$ cat src/rtl/store_buffer_pkg.sv
// Shared types and helpers for the store buffer: entry payload, drain FSM states,
// byte-lane merge and word-address compare.
package store_buffer_pkg;

    localparam int unsigned ADDR_WIDTH = 32;
    localparam int unsigned PORT_WIDTH = 32;
    localparam int unsigned PORT_BYTES = PORT_WIDTH / 8;

    typedef enum logic {
        IDLE,
        REQUEST
    } store_buffer_state_t;

    typedef struct packed {
        logic                  valid;
        logic [ADDR_WIDTH-1:0] address;
        logic [PORT_WIDTH-1:0] data;
        logic [PORT_BYTES-1:0] byte_mask;
    } store_buffer_entry_t;

    // Byte offset bits are ignored when matching words.
    function automatic logic word_match(input logic [ADDR_WIDTH-1:0] a,
                                        input logic [ADDR_WIDTH-1:0] b);
        return ((a ^ b) & ~ADDR_WIDTH'(3)) == '0;
    endfunction

    function automatic logic [PORT_WIDTH-1:0] merge_bytes(input logic [PORT_WIDTH-1:0] old_data,
                                                          input logic [PORT_WIDTH-1:0] new_data,
                                                          input logic [PORT_BYTES-1:0] mask);
        logic [PORT_WIDTH-1:0] r;
        r = old_data;
        for (int unsigned b = 0; b < PORT_BYTES; b++) begin
            if (mask[b]) r[b*8 +: 8] = new_data[b*8 +: 8];
        end
        return r;
    endfunction

endpackage

$ cat src/rtl/store_buffer_forward_unit.sv
// Combinational load-forwarding search: finds the youngest valid entry whose word
// address matches the load and reports a full or partial hit.
module store_buffer_forward_unit
    import store_buffer_pkg::*;
#(
    parameter  int unsigned DEPTH = 8,
    localparam int unsigned PTR_W = $clog2(DEPTH)
) (
    input  store_buffer_entry_t    entries_i [DEPTH],
    input  logic [PTR_W-1:0]       head_i,
    input  logic [ADDR_WIDTH-1:0]  load_address_i,
    output logic                   address_match_o,
    output logic                   partial_match_o,
    output logic [PORT_WIDTH-1:0]  data_o
);

    logic                  hit;
    logic [PORT_WIDTH-1:0] hit_data;
    logic [PORT_BYTES-1:0] hit_mask;
    logic [PTR_W-1:0]      idx;

    // Walk oldest to youngest so the last hit found is the youngest one.
    always_comb begin
        hit      = 1'b0;
        hit_data = '0;
        hit_mask = '0;
        idx      = '0;
        for (int unsigned k = 0; k < DEPTH; k++) begin
            idx = head_i + PTR_W'(k);
            if (entries_i[idx].valid && word_match(entries_i[idx].address, load_address_i)) begin
                hit      = 1'b1;
                hit_data = entries_i[idx].data;
                hit_mask = entries_i[idx].byte_mask;
            end
        end
    end

    assign address_match_o = hit && (&hit_mask);
    assign partial_match_o = hit && !(&hit_mask);
    assign data_o          = address_match_o ? hit_data : '0;

endmodule

$ cat src/rtl/store_buffer.sv
// FIFO store buffer between cache controllers and external memory, with drain FSM
// and load forwarding. Define STORE_BUFFER_MERGE_EN to merge stores into the youngest entry.
module store_buffer
    import store_buffer_pkg::*;
#(
    parameter int unsigned DEPTH = 8
) (
    input  logic                  clk_i,
    input  logic                  rst_i,
    input  logic                  ldu_push_i,
    input  logic [ADDR_WIDTH-1:0] ldu_address_i,
    input  logic [PORT_WIDTH-1:0] ldu_data_i,
    output logic                  ldu_push_ack_o,
    input  logic                  stu_push_i,
    input  logic [ADDR_WIDTH-1:0] stu_address_i,
    input  logic [PORT_WIDTH-1:0] stu_data_i,
    input  logic [PORT_BYTES-1:0] stu_byte_mask_i,
    output logic                  stu_push_ack_o,
    output logic                  full_o,
    output logic                  empty_o,
    output logic                  port_idle_o,
    input  logic [ADDR_WIDTH-1:0] load_address_i,
    output logic                  address_match_o,
    output logic                  partial_match_o,
    output logic [PORT_WIDTH-1:0] data_o,
    output logic                  external_write_request_o,
    output logic [ADDR_WIDTH-1:0] external_address_o,
    output logic [PORT_WIDTH-1:0] external_data_o,
    output logic [PORT_BYTES-1:0] external_byte_mask_o,
    input  logic                  external_acknowledge_i
);

    localparam int unsigned PTR_W = $clog2(DEPTH);
    localparam int unsigned CNT_W = PTR_W + 1;

    store_buffer_entry_t entries_q [DEPTH];
    store_buffer_entry_t entries_d [DEPTH];
    logic [PTR_W-1:0]      head_q, head_d, tail_q, tail_d;
    logic [CNT_W-1:0]      count_q, count_d;
    store_buffer_state_t   state_q, state_d;
    logic [ADDR_WIDTH-1:0] ext_addr_q, ext_addr_d;
    logic [PORT_WIDTH-1:0] ext_data_q, ext_data_d;
    logic [PORT_BYTES-1:0] ext_mask_q, ext_mask_d;

    logic full, empty, merge, ldu_ack, stu_ack, alloc, pop;

    assign full  = count_q == CNT_W'(DEPTH);
    assign empty = count_q == '0;

`ifdef STORE_BUFFER_MERGE_EN
    logic [PTR_W-1:0] tail_prev;
    assign tail_prev = tail_q - PTR_W'(1);
    // The head entry is frozen once its drain request is outstanding.
    assign merge = stu_push_i && !ldu_push_i && !empty && entries_q[tail_prev].valid
                && word_match(entries_q[tail_prev].address, stu_address_i)
                && !(state_q == REQUEST && tail_prev == head_q);
`else
    assign merge = 1'b0;
`endif

    assign ldu_ack = ldu_push_i && !full;
    assign stu_ack = stu_push_i && !ldu_push_i && (!full || merge);
    assign alloc   = ldu_ack || (stu_ack && !merge);
    assign pop     = (state_q == REQUEST) && external_acknowledge_i;

    always_comb begin
        entries_d  = entries_q;
        head_d     = head_q;
        tail_d     = tail_q;
        count_d    = count_q;
        state_d    = state_q;
        ext_addr_d = ext_addr_q;
        ext_data_d = ext_data_q;
        ext_mask_d = ext_mask_q;

        if (pop) begin
            entries_d[head_q].valid = 1'b0;
            head_d = head_q + PTR_W'(1);
        end
`ifdef STORE_BUFFER_MERGE_EN
        if (merge) begin
            entries_d[tail_prev].data      = merge_bytes(entries_q[tail_prev].data, stu_data_i, stu_byte_mask_i);
            entries_d[tail_prev].byte_mask = entries_q[tail_prev].byte_mask | stu_byte_mask_i;
        end
`endif
        if (alloc) begin
            entries_d[tail_q].valid     = 1'b1;
            entries_d[tail_q].address   = ldu_ack ? ldu_address_i : stu_address_i;
            entries_d[tail_q].data      = ldu_ack ? ldu_data_i : stu_data_i;
            entries_d[tail_q].byte_mask = ldu_ack ? '1 : stu_byte_mask_i;
            tail_d = tail_q + PTR_W'(1);
        end

        if (alloc && !pop)      count_d = count_q + CNT_W'(1);
        else if (pop && !alloc) count_d = count_q - CNT_W'(1);

        // Capture from the next-state head so a same-cycle merge is not lost.
        case (state_q)
            IDLE: begin
                if (!empty) begin
                    state_d    = REQUEST;
                    ext_addr_d = entries_d[head_q].address & ~ADDR_WIDTH'(3);
                    ext_data_d = entries_d[head_q].data;
                    ext_mask_d = entries_d[head_q].byte_mask;
                end
            end
            REQUEST: begin
                if (external_acknowledge_i) state_d = IDLE;
            end
            default: state_d = IDLE;
        endcase
    end

    always_ff @(posedge clk_i or posedge rst_i) begin
        if (rst_i) begin
            for (int unsigned i = 0; i < DEPTH; i++) entries_q[i] <= '0;
            head_q     <= '0;
            tail_q     <= '0;
            count_q    <= '0;
            state_q    <= IDLE;
            ext_addr_q <= '0;
            ext_data_q <= '0;
            ext_mask_q <= '0;
        end else begin
            entries_q  <= entries_d;
            head_q     <= head_d;
            tail_q     <= tail_d;
            count_q    <= count_d;
            state_q    <= state_d;
            ext_addr_q <= ext_addr_d;
            ext_data_q <= ext_data_d;
            ext_mask_q <= ext_mask_d;
        end
    end

    store_buffer_forward_unit #(.DEPTH(DEPTH)) u_forward (
        .entries_i       (entries_q),
        .head_i          (head_q),
        .load_address_i  (load_address_i),
        .address_match_o (address_match_o),
        .partial_match_o (partial_match_o),
        .data_o          (data_o)
    );

    assign ldu_push_ack_o           = ldu_ack;
    assign stu_push_ack_o           = stu_ack;
    assign full_o                   = full;
    assign empty_o                  = empty;
    assign port_idle_o              = !(ldu_ack || stu_ack);
    assign external_write_request_o = state_q == REQUEST;
    assign external_address_o       = ext_addr_q;
    assign external_data_o          = ext_data_q;
    assign external_byte_mask_o     = ext_mask_q;

endmodule

$ cat config.mk
export PLATFORM = sky130hd
export DESIGN_NAME = store_buffer
export DESIGN_NICKNAME = d
export VERILOG_FILES = /design/src/rtl/store_buffer_pkg.sv /design/src/rtl/store_buffer_forward_unit.sv /design/src/rtl/store_buffer.sv
export SDC_FILE = /design/constraint.sdc
export NUM_CORES = 2
export LEC_CHECK = 0
export ABC_AREA = 1
export CAP_MARGIN = 25
export CORE_AREA = 2 2 311 313
export CTS_CLUSTER_DIAMETER = 80
export CTS_CLUSTER_SIZE = 30
export DETAILED_ROUTE_END_ITERATION = 6
export DIE_AREA = 0 0 313 315
export PLACE_DENSITY = 0.74
export SLEW_MARGIN = 5
export SYNTH_ARGS = -nofsm -noshare
export SYNTH_HDL_FRONTEND = slang
export SYNTH_SLANG_ARGS = --single-unit
$ cat constraint.sdc
create_clock -name clk_i -period 30.6 [get_ports clk_i]
set_clock_uncertainty 0.1 [all_clocks]
set_input_delay 6.12 -clock clk_i [delete_from_list [all_inputs] [get_ports clk_i]]
set_output_delay 6.12 -clock clk_i [all_outputs]
set_load 0.1 [all_outputs]
==> results.md <==
- The wire-length estimate of the detail-placed layout is 143000 um.
- The post-synthesis cell count is 8715.
- For this run, the detailed router's first-pass iteration total came to 7.
- Hold repair after CTS inserted 0 buffers.
- The portion of netlist area occupied by mux cells is 0.00713.
- The first-pass GRT wire length is 329000 um.
- The share of synthesized area in the top cell type comes to 0.294.
- The prevailing post-synth register cell is sky130_fd_sc_hd__dfrtp_1.
- The initial detailed-routing violation count is 7904.
- For this run, the slowest stage of the critical path takes 1.22 ns.
- The flop and latch count out of synthesis is 613.
- In the synthesized netlist the async set-or-reset flop fraction comes to 1.00.
- The critical path required time is 24.38 ns.
- The initial antenna violation count is 10.
- The number of CTS-inserted buffers is 40.
- By area, the combinational part of the netlist is dominated by simple AND/OR/NAND/NOR gates.
- The share of the synthesized area in compound gates (AO/OA/AOI/OAI) came to 0.218.
- By startpoint and endpoint, the worst setup path is classified as input pin to output port.
- The instance area after placement is 54400 um^2.
- The arithmetic-cell share of the synthesized area counting full adders, half adders and majority gates is 0.00278.
- The worst-case clock buffer depth is 3.
- The depth of the most critical reg-to-reg path is 18.
- The later pin in the worst-skew pair is clocked with a latency of 0.69 ns.
- The final net count is 8626.
- Counting the fill cells in the layout gives 9524.
- The quantity of gates resized following cts is 0.
- Of all nets on the critical path, the largest fanout is 62.
- Input and output buffers added on the ports amount to 268.
- The final core utilization is 0.584.
- 277 I/O pins were placed.
- Ranked by total cell area, the synthesized netlist is headed by sky130_fd_sc_hd__dfrtp_1 29%, sky130_fd_sc_hd__nand2_1 20%, sky130_fd_sc_hd__o21ai_0 12%, sky130_fd_sc_hd__nand3_1 10%, sky130_fd_sc_hd__nor2_1 5.3%.
- In this run the cell area of the synthesized design comes to 52100 um^2.
- On the critical path the largest part of the delay comes from buffers and inverters.
- The area enclosed by the die boundary is 98600 um^2.
- The type of the worst min-delay path is flip-flop to flip-flop.
- The XOR/XNOR share of the synthesized area is 0.00809.
- The share of the Yosys chip area taken by registers is 0.294.
- After detailed routing, the average wire length per cell comes to 22.4 um.
- For the finished layout, the period the worst path requires is 18.81 ns.
- The clock tree from TritonCTS is built.
- The root buffer selected by CTS is sky130_fd_sc_hd__clkbuf_16.
- Data on the critical path arrives at its endpoint at 12.59 ns.
- The run finished with clean final reports.
- The fraction of the cycle the final worst path needs is 0.615.
- After synthesis, the most frequently instantiated cells are 2843 x sky130_fd_sc_hd__nand2_1, 1302 x sky130_fd_sc_hd__o21ai_0, 1093 x sky130_fd_sc_hd__nand3_1.
- From synthesis to final layout, the design area changed by 7.27%.
- Counting instances, the worst hold path has a depth of 2.
- Headroom to the max-slew limit came out at 0.205.
- The post-route worst hold slack is 0.417 ns.
- Across all layers, the routed design uses 60800 vias.
- Measured along the x axis, the die boundary spans 313 um.
- In the post-synthesis netlist, the cell with the most instances is sky130_fd_sc_hd__nand2_1.
- The number of slew-limit violations in the final report was 0.
- The capturing element type of the critical path is an output port.
- The slowest stage of the critical path belongs to the cell sky130_fd_sc_hd__clkdlybuf4s50_1.
- The kind of start point of the critical path is an input pin.
- The count of antenna-violating nets left after detailed routing is 0.
- The buffer count from post-CTS setup fixing is 0.
- The initialized floorplan defines 114 standard-cell rows.
- Walking the worst path, the cells encountered are clkdlybuf4s50_1 -> clkinv_1 -> nand2_1 -> nand2_1 -> a21oi_1 -> nand2_1 -> nor2_1 -> nand2_1 -> nor2_4 -> buf_4 -> a21oi_1 -> nand2_1 -> nand3_1 -> nand2_1 -> nand3_1 -> nand2_1 -> nand2_2 -> nor2_1 -> clkdlybuf4s50_1.
- Counting buffers and inverters, the worst setup path is 19 cells deep.
- The multi-input logic area is 31900 um^2.
- During synthesis, Yosys emitted a total of 0 warnings.
- The number of distinct library cell variants in the gate-level netlist after synthesis is 51.
- The count of unresolved DRC violations after routing is 0.
- The H-tree was split into 2 levels.
- Max-cap violations in this run came to 0.
- The TritonCTS sink count is 613.
- The y dimension of the die is 315 um.
- The number of global-route vias before repair is 55000.
- The synthesized design spends more area on one cell type than any other, namely sky130_fd_sc_hd__dfrtp_1.
- The aggregate global-route resource usage is 0.431.
- The total area inside the core boundary comes to 95700 um^2.
- Entering global routing, the biggest net connects 278 pins.
- Of the total synthesized cell area, the portion taken by AND, OR, NAND and NOR gates is 0.373.
- The area of all placed cells without fillers is 55900 um^2.
- At the pin with the least slew margin, the transition time is 1.19 ns.
- The remaining global-route overflow is 0.
- Counting both buffers and inverters, the worst setup path holds a total of 4.
- In the final layout, the share of cells above drive strength 1 is 0.0251.
- The number of synthesized flops with an enable pin is 0.
- In this design, the critical path's most frequently occurring cell is sky130_fd_sc_hd__nand2_1.
- Setup violations remaining at the end of the flow were counted as 0.
- The wire length after detailed routing is 218000 um.
- After synthesis, the mean cell area works out to 5.98 um^2.
- Setup repair after global routing left no endpoint under its margin.
- The number of endpoints with negative hold slack in the final report is 0.
- Clock-pin slew was measured on the worst setup and hold paths at 0.09 ns.
- The weighted congestion reported at the end of routability-driven placement is 1.05.
- For this run, the top clock speed supported by timing is 53.2 MHz.
- The via density per instance is 6.23.
- The starting utilization of the core area is 0.545.
- The footprint of the flip-flops and latches is 15400 um^2.
- After routing, the total negative slack on setup checks comes to 0 ns.
[cell usage in the layout (no fill, tap or decap), types with 4 or more instances in the layout]
cell and instances:
sky130_fd_sc_hd__clkbuf_16 40, sky130_fd_sc_hd__o221ai_1 69, sky130_fd_sc_hd__clkinv_8 10, sky130_fd_sc_hd__a31oi_1 287
sky130_fd_sc_hd__nor3_1 6, sky130_fd_sc_hd__o22ai_1 74, sky130_fd_sc_hd__inv_2 4, sky130_fd_sc_hd__a221oi_1 7
sky130_fd_sc_hd__dfrtp_4 4, sky130_fd_sc_hd__inv_8 9, sky130_fd_sc_hd__o21a_1 47, sky130_fd_sc_hd__nand3_1 1093
sky130_fd_sc_hd__nand4_1 8, sky130_fd_sc_hd__buf_12 7, sky130_fd_sc_hd__clkinv_1 15, sky130_fd_sc_hd__buf_16 4
sky130_fd_sc_hd__clkbuf_8 4, sky130_fd_sc_hd__or3_1 32, sky130_fd_sc_hd__ha_1 8, sky130_fd_sc_hd__and2_1 10
sky130_fd_sc_hd__dfrtp_1 609, sky130_fd_sc_hd__a211oi_1 15, sky130_fd_sc_hd__nand2_1 2839, sky130_fd_sc_hd__xor2_1 42
sky130_fd_sc_hd__inv_1 517, sky130_fd_sc_hd__inv_4 5, sky130_fd_sc_hd__o21ai_1 14, sky130_fd_sc_hd__clkdlybuf4s50_1 268
sky130_fd_sc_hd__nor2_4 12, sky130_fd_sc_hd__a21oi_1 106, sky130_fd_sc_hd__nor2_1 726, sky130_fd_sc_hd__or2_2 5
sky130_fd_sc_hd__mux2i_1 36, sky130_fd_sc_hd__o211ai_1 109, sky130_fd_sc_hd__nor4_1 4, sky130_fd_sc_hd__inv_6 6
sky130_fd_sc_hd__o21ai_0 1302, sky130_fd_sc_hd__buf_4 78
[final timing paths]
path | endpoint | from | slack [ns]
max in group asynchronous | entries_q[478]$_DFF_PP0_ | rst_i | 21.54
hold reg to reg | external_data_o[4]$_DFFE_PP0P_ | external_data_o[4]$_DFFE_PP0P_ | 0.42
hold / removal | external_data_o[4]$_DFFE_PP0P_ | external_data_o[4]$_DFFE_PP0P_ | 0.42
min in group asynchronous | entries_q[368]$_DFF_PP0_ | rst_i | 5.82
setup reg to reg | external_address_o[21]$_DFFE_PP0P_ | count_q[0]$_DFFE_PP0P_ | 24.41
setup / recovery | data_o[13] | load_address_i[14] | 11.79
[per-layer routing]
layer,GRT usage,wire length (um)
met2,0.685,96800
met1,0.549,83700
met3,0.0723,22300
met4,0.265,15200
met5,0,98
[registers in the layout, summed over array words and instances, names as in the netlist]
signal,count
entries_q,536
count_q,4
tail_q,3
external_address_o,30
head_q,3
external_data_o,32
external_byte_mask_o,4
external_write_request_o,1
[logic make-up after synthesis]
group,after synthesis
AND/OR/NAND/NOR,4754
AO/OA/AOI/OAI,2037
buffers and inverters,1216
flip-flops,613
XOR/XNOR,46
multiplexers,37
adder cells (fa/ha/maj),11
other,1
[stage by stage]
| stage | instances | worst slack, ns |
|---|---|---|
| after global routing | 9754 | 11.71 |
| after CTS | 9751 | 12.00 |
| after global placement | 9676 | 12.02 |
| after detailed placement | 9677 | 12.00 |
| after floorplan | 8716 | 7.22 |
| final | 9755 | 11.79 |
[layout make-up]
cell class | count | area share
Clock buffer | 46 | 0.0190
Inverter | 547 | 0.0376
Multi-Input combinational cell | 6887 | 0.570
Clock inverter | 28 | 0.00714
Tap cell | 1276 | 0.0285
Antenna cell | 1 | 0.0000447
Timing Repair Buffer | 357 | 0.0629
Sequential cell | 613 | 0.275
[worst min-delay path, stage by stage (launching register included)]
cell and delay [ns]:
sky130_fd_sc_hd__dfrtp_1 0.34, sky130_fd_sc_hd__o21ai_0 0.08, sky130_fd_sc_hd__nand2_1 0.07
Power is not shown: default switching activity piles up to over one toggle a cycle in this logic, so the estimate is an artifact.
